`src/rtl/arith_pkg.sv`:
```
// Shared arithmetic definitions: divider state encoding and counter sizing.
package arith_pkg;

    localparam int unsigned DIV_WIDTH = 32;
    localparam int unsigned DIV_CNT_W = $clog2(DIV_WIDTH);

    typedef enum logic [2:0] {
        DIV_IDLE,
        DIV_PREP,
        DIV_ITER,
        DIV_FIX,
        DIV_DONE
    } div_state_e;

    // Iteration counter width for a given operand width (holds WIDTH-1).
    function automatic int unsigned div_cnt_width(input int unsigned width);
        return (width < 3) ? 1 : $clog2(width);
    endfunction

endpackage

```
`src/rtl/ripple_carry_adder.sv`:
```
// Combinational ripple-carry adder: sum_c = a + b + cin, carry out on cout_c.
module ripple_carry_adder #(
    parameter int unsigned WIDTH = 33
) (
    input  logic [WIDTH-1:0] a,
    input  logic [WIDTH-1:0] b,
    input  logic             cin,
    output logic [WIDTH-1:0] sum_c,
    output logic             cout_c
);

    logic carry;

    always_comb begin
        sum_c = '0;
        carry = cin;
        for (int i = 0; i < int'(WIDTH); i++) begin
            sum_c[i] = a[i] ^ b[i] ^ carry;
            carry    = (a[i] & b[i]) | (carry & (a[i] ^ b[i]));
        end
        cout_c = carry;
    end

endmodule

```
`src/rtl/seq_restoring_divider.sv`:
```
// Sequential restoring divider, one quotient bit per clock, signed or unsigned.
// Trial subtractions and the final quotient negation share one ripple-carry adder.
module seq_restoring_divider
    import arith_pkg::*;
#(
    parameter int unsigned WIDTH = DIV_WIDTH
) (
    input  logic             clk,
    input  logic             rst,
    input  logic             start,
    input  logic [WIDTH-1:0] dividend,
    input  logic [WIDTH-1:0] divisor,
    input  logic             is_signed,
    output logic             busy,
    output logic             done,
    output logic [WIDTH-1:0] quotient,
    output logic [WIDTH-1:0] remainder,
    output logic             div_by_zero,
    output logic             overflow
);

    localparam int unsigned CNT_W = div_cnt_width(WIDTH);
    localparam int unsigned AW    = WIDTH + 1;
    localparam logic [WIDTH-1:0] MIN_INT = {1'b1, {(WIDTH-1){1'b0}}};

    div_state_e state_q, state_d;
    logic [CNT_W-1:0] cnt_q, cnt_d;
    logic [WIDTH-1:0] a_q, a_d, b_q, b_d;
    logic             sgn_q, sgn_d;
    logic [WIDTH-1:0] r_q, r_d, q_q, q_d, dvs_q, dvs_d;
    logic             q_neg_q, q_neg_d, r_neg_q, r_neg_d;
    logic             busy_q, busy_d, done_q, done_d;
    logic [WIDTH-1:0] quotient_q, quotient_d, remainder_q, remainder_d;
    logic             dbz_q, dbz_d, ovf_q, ovf_d;

    logic [AW-1:0]    rs_c;
    logic [AW-1:0]    add_a_c, add_b_c, add_sum_c;
    logic             add_cout_c;
    logic             a_neg_c, b_neg_c;
    logic             unused_sum_msb;

    ripple_carry_adder #(.WIDTH(AW)) u_adder (
        .a      (add_a_c),
        .b      (add_b_c),
        .cin    (1'b1),
        .sum_c  (add_sum_c),
        .cout_c (add_cout_c)
    );

    assign unused_sum_msb = add_sum_c[AW-1];

    // Shifted partial remainder with the next dividend bit entering the LSB.
    assign rs_c = {r_q, q_q[WIDTH-1]};

    always_comb begin
        state_d     = state_q;
        cnt_d       = cnt_q;
        a_d         = a_q;
        b_d         = b_q;
        sgn_d       = sgn_q;
        r_d         = r_q;
        q_d         = q_q;
        dvs_d       = dvs_q;
        q_neg_d     = q_neg_q;
        r_neg_d     = r_neg_q;
        busy_d      = 1'b0;
        done_d      = 1'b0;
        quotient_d  = quotient_q;
        remainder_d = remainder_q;
        dbz_d       = dbz_q;
        ovf_d       = ovf_q;
        add_a_c     = rs_c;
        add_b_c     = ~{1'b0, dvs_q};
        a_neg_c     = sgn_q & a_q[WIDTH-1];
        b_neg_c     = sgn_q & b_q[WIDTH-1];

        case (state_q)
            DIV_IDLE: begin
                if (start) begin
                    a_d     = dividend;
                    b_d     = divisor;
                    sgn_d   = is_signed;
                    busy_d  = 1'b1;
                    state_d = DIV_PREP;
                end
            end
            DIV_PREP: begin
                if (b_q == '0) begin
                    quotient_d  = '1;
                    remainder_d = a_q;
                    dbz_d       = 1'b1;
                    ovf_d       = 1'b0;
                    done_d      = 1'b1;
                    state_d     = DIV_DONE;
                end else if (sgn_q && (a_q == MIN_INT) && (b_q == '1)) begin
                    quotient_d  = MIN_INT;
                    remainder_d = '0;
                    dbz_d       = 1'b0;
                    ovf_d       = 1'b1;
                    done_d      = 1'b1;
                    state_d     = DIV_DONE;
                end else begin
                    // Magnitudes stay unsigned so that |MIN_INT| is representable.
                    q_d     = a_neg_c ? (~a_q + 1'b1) : a_q;
                    dvs_d   = b_neg_c ? (~b_q + 1'b1) : b_q;
                    r_d     = '0;
                    cnt_d   = CNT_W'(WIDTH - 1);
                    q_neg_d = a_neg_c ^ b_neg_c;
                    r_neg_d = a_neg_c;
                    busy_d  = 1'b1;
                    state_d = DIV_ITER;
                end
            end
            DIV_ITER: begin
                busy_d = 1'b1;
                r_d    = add_cout_c ? add_sum_c[WIDTH-1:0] : rs_c[WIDTH-1:0];
                q_d    = {q_q[WIDTH-2:0], add_cout_c};
                if (cnt_q == '0) begin
                    state_d = DIV_FIX;
                end else begin
                    cnt_d = cnt_q - 1'b1;
                end
            end
            DIV_FIX: begin
                // Adder computes 0 - Q for the quotient sign fix.
                add_a_c     = '0;
                add_b_c     = ~{1'b0, q_q};
                quotient_d  = q_neg_q ? add_sum_c[WIDTH-1:0] : q_q;
                remainder_d = r_neg_q ? (~r_q + 1'b1) : r_q;
                dbz_d       = 1'b0;
                ovf_d       = 1'b0;
                done_d      = 1'b1;
                state_d     = DIV_DONE;
            end
            DIV_DONE: begin
                state_d = DIV_IDLE;
            end
            default: begin
                state_d = DIV_IDLE;
            end
        endcase
    end

    always_ff @(posedge clk or posedge rst) begin
        if (rst) begin
            state_q     <= DIV_IDLE;
            cnt_q       <= '0;
            a_q         <= '0;
            b_q         <= '0;
            sgn_q       <= 1'b0;
            r_q         <= '0;
            q_q         <= '0;
            dvs_q       <= '0;
            q_neg_q     <= 1'b0;
            r_neg_q     <= 1'b0;
            busy_q      <= 1'b0;
            done_q      <= 1'b0;
            quotient_q  <= '0;
            remainder_q <= '0;
            dbz_q       <= 1'b0;
            ovf_q       <= 1'b0;
        end else begin
            state_q     <= state_d;
            cnt_q       <= cnt_d;
            a_q         <= a_d;
            b_q         <= b_d;
            sgn_q       <= sgn_d;
            r_q         <= r_d;
            q_q         <= q_d;
            dvs_q       <= dvs_d;
            q_neg_q     <= q_neg_d;
            r_neg_q     <= r_neg_d;
            busy_q      <= busy_d;
            done_q      <= done_d;
            quotient_q  <= quotient_d;
            remainder_q <= remainder_d;
            dbz_q       <= dbz_d;
            ovf_q       <= ovf_d;
        end
    end

    assign busy        = busy_q;
    assign done        = done_q;
    assign quotient    = quotient_q;
    assign remainder   = remainder_q;
    assign div_by_zero = dbz_q;
    assign overflow    = ovf_q;

endmodule

```
`config.mk`:
```
export PLATFORM = sky130hd
export DESIGN_NAME = seq_restoring_divider
export DESIGN_NICKNAME = d
export VERILOG_FILES = /design/src/rtl/arith_pkg.sv /design/src/rtl/ripple_carry_adder.sv /design/src/rtl/seq_restoring_divider.sv
export SDC_FILE = /design/constraint.sdc
export NUM_CORES = 1
export LEC_CHECK = 0
export ABC_AREA = 0
export BUFFER_PORTS_ARGS = -buffer_cell sky130_fd_sc_hd__buf_2
export CELL_PAD_IN_SITES_DETAIL_PLACEMENT = 1
export CELL_PAD_IN_SITES_GLOBAL_PLACEMENT = 2
export CORE_ASPECT_RATIO = 2
export CORE_UTILIZATION = 35
export DETAILED_ROUTE_END_ITERATION = 12
export HOLD_SLACK_MARGIN = 0.05
export PLACE_DENSITY = 0.77
export SETUP_SLACK_MARGIN = 0.3
export SLEW_MARGIN = 40
export SYNTH_ARGS = -nofsm -noshare
export SYNTH_HDL_FRONTEND = slang
export SYNTH_SLANG_ARGS = --single-unit
```
`constraint.sdc`:
```
create_clock -name clk -period 18.1 [get_ports clk]
set_clock_uncertainty 0.05 [all_clocks]
set_input_delay 1.81 -clock clk [delete_from_list [all_inputs] [get_ports clk]]
set_output_delay 1.81 -clock clk [all_outputs]
set_load 0.03 [all_outputs]
```
-- Yosys cells after proc, flatten, opt, wreduce, memory -nomap -nowiden
Cells that the tools add are included.
- add/subtract/negate cells: 4
- $mul: 0
- magnitude comparators: 0
- equal/unequal tests: 11
- bitwise gates (word level): 173
- muxes and demuxes: 41
- reductions and logical operators: 13
- shift-type cells: 0
- divide/modulo/power cells: 0
- operators with widths (operator ; number):
    two-way mux 32 bit ; 13
    case mux 32 bit (2 select lines) ; 4
    adder 32 x 1 -> 32 bit, second input constant ; 3
    inverter 32 bit ; 3
    AND 1 bit ; 67
    two-way mux 33 bit ; 2
    inverter 32 -> 33 bit ; 2
    XOR 1 bit ; 65
    == test 32 bit, second input constant ; 2
    OR 1 bit ; 33
    logical NOT 32 bit ; 1
    two-way mux 5 bit ; 3
    two-way mux 3 bit ; 4
    case mux 3 bit (4 select lines) ; 1
    inequality test 2 bit, second input constant ; 5
    case mux 5 bit (2 select lines) ; 1
    two-way mux 1 bit ; 9
    == test 3 x 2 -> 1 bit, second input constant ; 2
    case mux 1 bit (2 select lines) ; 3
    AND reduction 2 bit ; 3
    AND reduction 3 bit ; 2
    logical NOT 5 bit ; 1
    subtractor 5 x 1 -> 5 bit, second input constant ; 1
    AND reduction 4 bit ; 1
    7 further kinds ; 11
- ROM bits: 0
- output and inout bits: 68
- latch bits: 0
- memories kept: 0
- bits in registers: 239
- logic and storage cells: 258
- bits in writable memories: 0

-- Longest topological paths before layout
- depth after elaboration: 70
- mapped depth: 48
- depth with buffers taken out: 43

-- Cells and area by module
From an unflattened synthesis, not the netlist that was laid out.
- cell total of the unflattened synthesis: 1281
- area total of the unflattened synthesis: 13615.6 um^2
- by module, submodules not included (module ; sequential area each (um^2) ; area each (um^2) ; times used ; cells an instance):
    seq_restoring_divider ; 5980.7 ; 12917.4 ; 1 ; 1238
    ripple_carry_adder ; 0.0 ; 698.2 ; 1 ; 43

-- Least setup slack after synthesis
No wires, ideal clock.
- kind: register to register
- start point: reg state_q[1]
- end point: reg r_q[10]
- cell stages (with the launch flop): 48
- setup time: 0.138 ns
- clock period less this slack: 14.981 ns
- path slack: 3.119 ns
- required time: 17.912 ns
- path buffers: 6
- data arrival time: 14.793 ns
- cell sequence: dfrtp_1 > clkbuf_1 > and2_0 > clkbuf_1 > clkbuf_1 > buf_1 > nand2_1 > nand2_1 > ha_1 > inv_1 > fa_1 > fa_1 > fa_1 > fa_1 > fa_1 > fa_1 > fa_1 > fa_1 > [... 12 more ...] > fa_1 > fa_1 > fa_1 > fa_1 > fa_1 > fa_1 > fa_1 > fa_1 > inv_1 > fa_1 > inv_1 > fa_1 > fa_1 > a21oi_1 > clkbuf_1 > clkbuf_1 > mux2i_1 > o22ai_1
- cells in the longest elaborated chain, start to end: 70
- elaborated cells on any way between the ends: 143
- classes of those cells: eq/ne (5); mux (4); bitwise (132); reduce/logical (2)
- ends and longest elaborated chain (item ; line ; text):
    from (decl) ; seq_restoring_divider.sv:26 ; div_state_e state_q, state_d;
    from (signal assigned) ; seq_restoring_divider.sv:163 ; state_q <= state_d;
    == test 3 x 2 -> 1 bit ; seq_restoring_divider.sv:77 ; case (state_q)
    two-way mux 33 bit ; seq_restoring_divider.sv:77 ;
    AND 1 bit / XOR 1 bit (equally long branches) ; ripple_carry_adder.sv:19 ; carry = (a[i] & b[i]) | (carry & (a[i] ^ b[i]));
    OR 1 bit ; ripple_carry_adder.sv:19 ;
    AND 1 bit ; ripple_carry_adder.sv:19 ;
    OR 1 bit ; ripple_carry_adder.sv:19 ;
    AND 1 bit ; ripple_carry_adder.sv:19 ;
    OR 1 bit ; ripple_carry_adder.sv:19 ;
    [... 54 more ...] ; n/a ;
    AND 1 bit ; ripple_carry_adder.sv:19 ;
    OR 1 bit ; ripple_carry_adder.sv:19 ;
    AND 1 bit ; ripple_carry_adder.sv:19 ;
    OR 1 bit ; ripple_carry_adder.sv:19 ;
    AND 1 bit ; ripple_carry_adder.sv:19 ;
    OR 1 bit ; ripple_carry_adder.sv:19 ;
    two-way mux 32 bit ; seq_restoring_divider.sv:116 ; r_d = add_cout_c ? add_sum_c[WIDTH-1:0] : rs_c[WIDTH-1:0];
    case mux 32 bit (2 select lines) ; seq_restoring_divider.sv:77 ;
    to (signal assigned) ; seq_restoring_divider.sv:168 ; r_q <= r_d;
    to (decl) ; seq_restoring_divider.sv:30 ; logic [WIDTH-1:0] r_q, r_d, q_q, q_d, dvs_q, dvs_d;
Several ways; a longest one is shown, not always the timed one.
A chain may end at the register's enable or synchronous reset.

-- Final worst setup path
- start point: reg state_q[0]
- end point: reg r_q[5]
The elaborated chain is that of the path after synthesis.

==> impl_results.md <==
- P_sw: ~1.6 mW
- Average cell area after synthesis: 10.6 um^2
- Internal Power: ~1.9 mW
- Min Clock Period, post-route: between 15 and 20 ns
- Crit path max-delay family: adder cells
- Initial antenna violation count: 0
- TritonCTS clock tree: yes
- CP max stage delay: roughly 0.6 ns
- WP buf/inv: 4
- Chip Width: about 140 um
- Final Max Slew Viols: 0
- Outcome: completed
- Fin nets: 1471
- Most frequent CP cell: fa_1
- Critical Path Sink Type: register
- Pwr dens: 223 nW/um^2
- Sequential share of power: about 32%
- Max-slew headroom: 45.0%
- Count of unique library cells instantiated by Yosys: 64
- Power Total: roughly 3.5 mW
- Synth-to-layout area growth: 15.1%
- Grt total ovfl: 0
- DRC errors left: 0
- Area contributors post-synth: dfrtp_1 44%, mux2_2 7.2%, mux2i_1 7.0%
- Combinational Power Share: 50.7%
- Die area: approximately 40000 um^2
- Startpoint Class: register
- Unrepaired setup endpoints after global routing: no
- Htree depth: 1
- Mapped Cells: 1289
- Max-cap violations: 0
- Final setup violation count: 0
- CTS root buf: clkbuf_16
- Ports: roughly 140
- Critical Path AT: around 16 ns
- WL final: 48400 um
- Port buffer count: between 100 and 150
- Num rows: 102
- Total GRT Usage: about a quarter
- Fin. Hold Viols: 0
- Warnings from Yosys: 0
- First-pass GRT wire length: roughly 73000 um
- Fmax achieved: roughly 0.063 GHz
- Synth area leader: dfrtp_1
- Crit path max-delay cell type: a21oi_4
- CP required: 18.44 ns
- Post-DP HPWL: ~36000 um
- Setup_tns: 0 ns
- 1st-iter DRT viols: around 600
- Antenna diodes: 0
- Worst-Margin Slew: about 0.83 ns
- Die height: about 280 um
- Postcts setup bufs: 0
- Skew-Pair Late Insertion Delay: ~0.55 ns
- Vias in the first global route: ~12000
- Clock share of power: 17.0%
- First-pass DRT Iterations: 4
- Worst vdd ir: 0.0887 mV
- CTS clk-pin slew, worst paths: approximately 0.070 ns
- Critical-path maximum fanout: 43
- Vias: about 11000
- Sequential fraction of the synthesis area: between 40 and 50%
- Hold-fix buffers, CTS: 0
- Count of flip-flops with a built-in enable after synthesis: 0
- Placeable Area: approximately 39000 um^2
- Post-synth ARST share: between 90% and 100%
- Crit path kind: reg2reg
- #FFs+latches synth: roughly 240
- Resized cells post-CTS: 0
- Vias per inst: ~5.7
- Max Root-Sink Buffers: 3
- Layout cells sized above 1: roughly 23%
- DR WL/cell: ~25 um
- Inserted Clock Buffers: 26
- Leak pwr: about 6.9 nW
- Largest net degree at the start of global routing: around 130
- Sw frac: a little under half
- Syn Std Cell Area: around 14000 um^2
- Antenna-violating nets left: 0
- Hold Path Class: reg2reg
- Gp weighted congestion: between 0.8 and 0.9
- Synth Flop Type: dfrtp_1
- Initial core utilization: 35.5%
- Tcrit/Tclk final: slightly below 90%
- Clock Sinks: ~240
- Syn Nets: between 1000 and 1500
- Synth top area share: a little over two fifths
## placed cells by master, fill, tap and decap left out, types with 28 or more instances in the layout
cell type and count:
buf_2 135, nor2_1 70, mux2_2 87, o21ai_0 72
mux2i_1 95, o22ai_1 33, nor3_1 28, xnor2_1 64
and2_1 32, a211o_1 31, nand2_1 85, dfrtp_1 238
fa_1 31
## through the flow
step	instance area [um^2]	hold WS (ns)	instances	setup WS, ns	util (%)
final	15700	0.429	1904	2.19	40.8
after global routing	15700	0.456	1904	1.72	40.8
after CTS	15700	0.431	1904	2.26	40.8
after detailed placement	14800	0.418	1857	2.35	38.3
after global placement	14700	0.407	1857	2.69	38.2
after floorplan	13700	0.402	1289	3.12	-
## power by group through the flow
stage / Combinational [mW] / Clock [mW] / Sequential, mW
5_1_grt: 1.92 / 0.630 / 1.16
4_1_cts: 1.78 / 0.611 / 1.13
3_5_place_dp: 1.77 / 0 / 1.14
2_1_floorplan: 1.23 / 0 / 1.05
3_3_place_gp: 1.72 / 0 / 1.13
6_report: 1.78 / 0.598 / 1.13
## Yosys cell counts (all sizes together), types with 3 or more instances
library cell,n
a211oi,4
xnor2,64
nand4,11
o22ai,33
a221o,19
dfrtp,239
o41ai,13
nor3,29
nand3,11
a21oi,26
ha,7
a31oi,3
o211ai,8
a21boi,3
nand2b,7
nor2,71
buf,21
nand2,87
xor2,23
or2,7
inv,30
clkbuf,82
a211o,31
nor4b,4
o2bb2ai,4
and2,35
mux2,96
a22o,24
and3,6
fa,31
or4,12
o221ai,9
or3,8
o21ai,74
nor4,19
o31ai,24
mux2i,95
## layout make-up
cell class              instances  area (um^2)
flip-flops and latches        239         5980
multi-input cells             917         7220
repair buffers                151          807
clock buffers                  36          769
well taps                     520          651
inverters                      30          125
clock inverters                11          186
fillers                      4303        22800
## registers in the layout, summed over array words and instances, names as in the netlist
name / count
state_q: 3
busy: 1
done: 1
remainder: 32
div_by_zero: 1
quotient: 32
r_neg_q: 1
q_neg_q: 1
a_q: 32
r_q: 32
cnt_q: 5
sgn_q: 1
overflow: 1
q_q: 32
b_q: 32
dvs_q: 32
## per-layer routing
metal	global-route usage, %	share of wire (%)	vias up
li1	-	-	4835
met1	25.0	34	5567
met2	45.9	54	283
met3	2.04	2.8	149
met4	20.2	9.1	0
met5	0	0	-
## worst register-to-register path: cells and delay by family (launching register included)
kind                       cells  cell delay (ns)
buffers and inverters          4             0.65
adders and majority gates     32            12.48
DFF                            1             0.39
AOI/OAI and AO/OA              2             0.70
muxes                          1             0.26
and+or+nand+nor                3             1.20
## kinds of logic after synthesis
kind of cell / Yosys count / synth area share, %
buf+inv: 133 / 3.94
mux: 191 / 14.9
compound gates: 285 / 15.0
flops: 239 / 43.8
xor+xnor: 87 / 5.57
simple gates: 316 / 11.6
fa+ha+maj: 38 / 5.18
## final timing paths
path | from | to | slack (ns) | cells after the start
max | state_q[0] | r_q[5] | 2.19 | 42
min | quotient[3] | quotient[3] | 0.43 | 1
max reg2reg | state_q[0] | r_q[5] | 2.19 | 42
min reg2reg | quotient[3] | quotient[3] | 0.43 | 1
max in group asynchronous | rst | a_q[23] | 15.52 | 3
min in group asynchronous | rst | cnt_q[4] | 1.32 | 2
(Power assumes the default switching activity.)
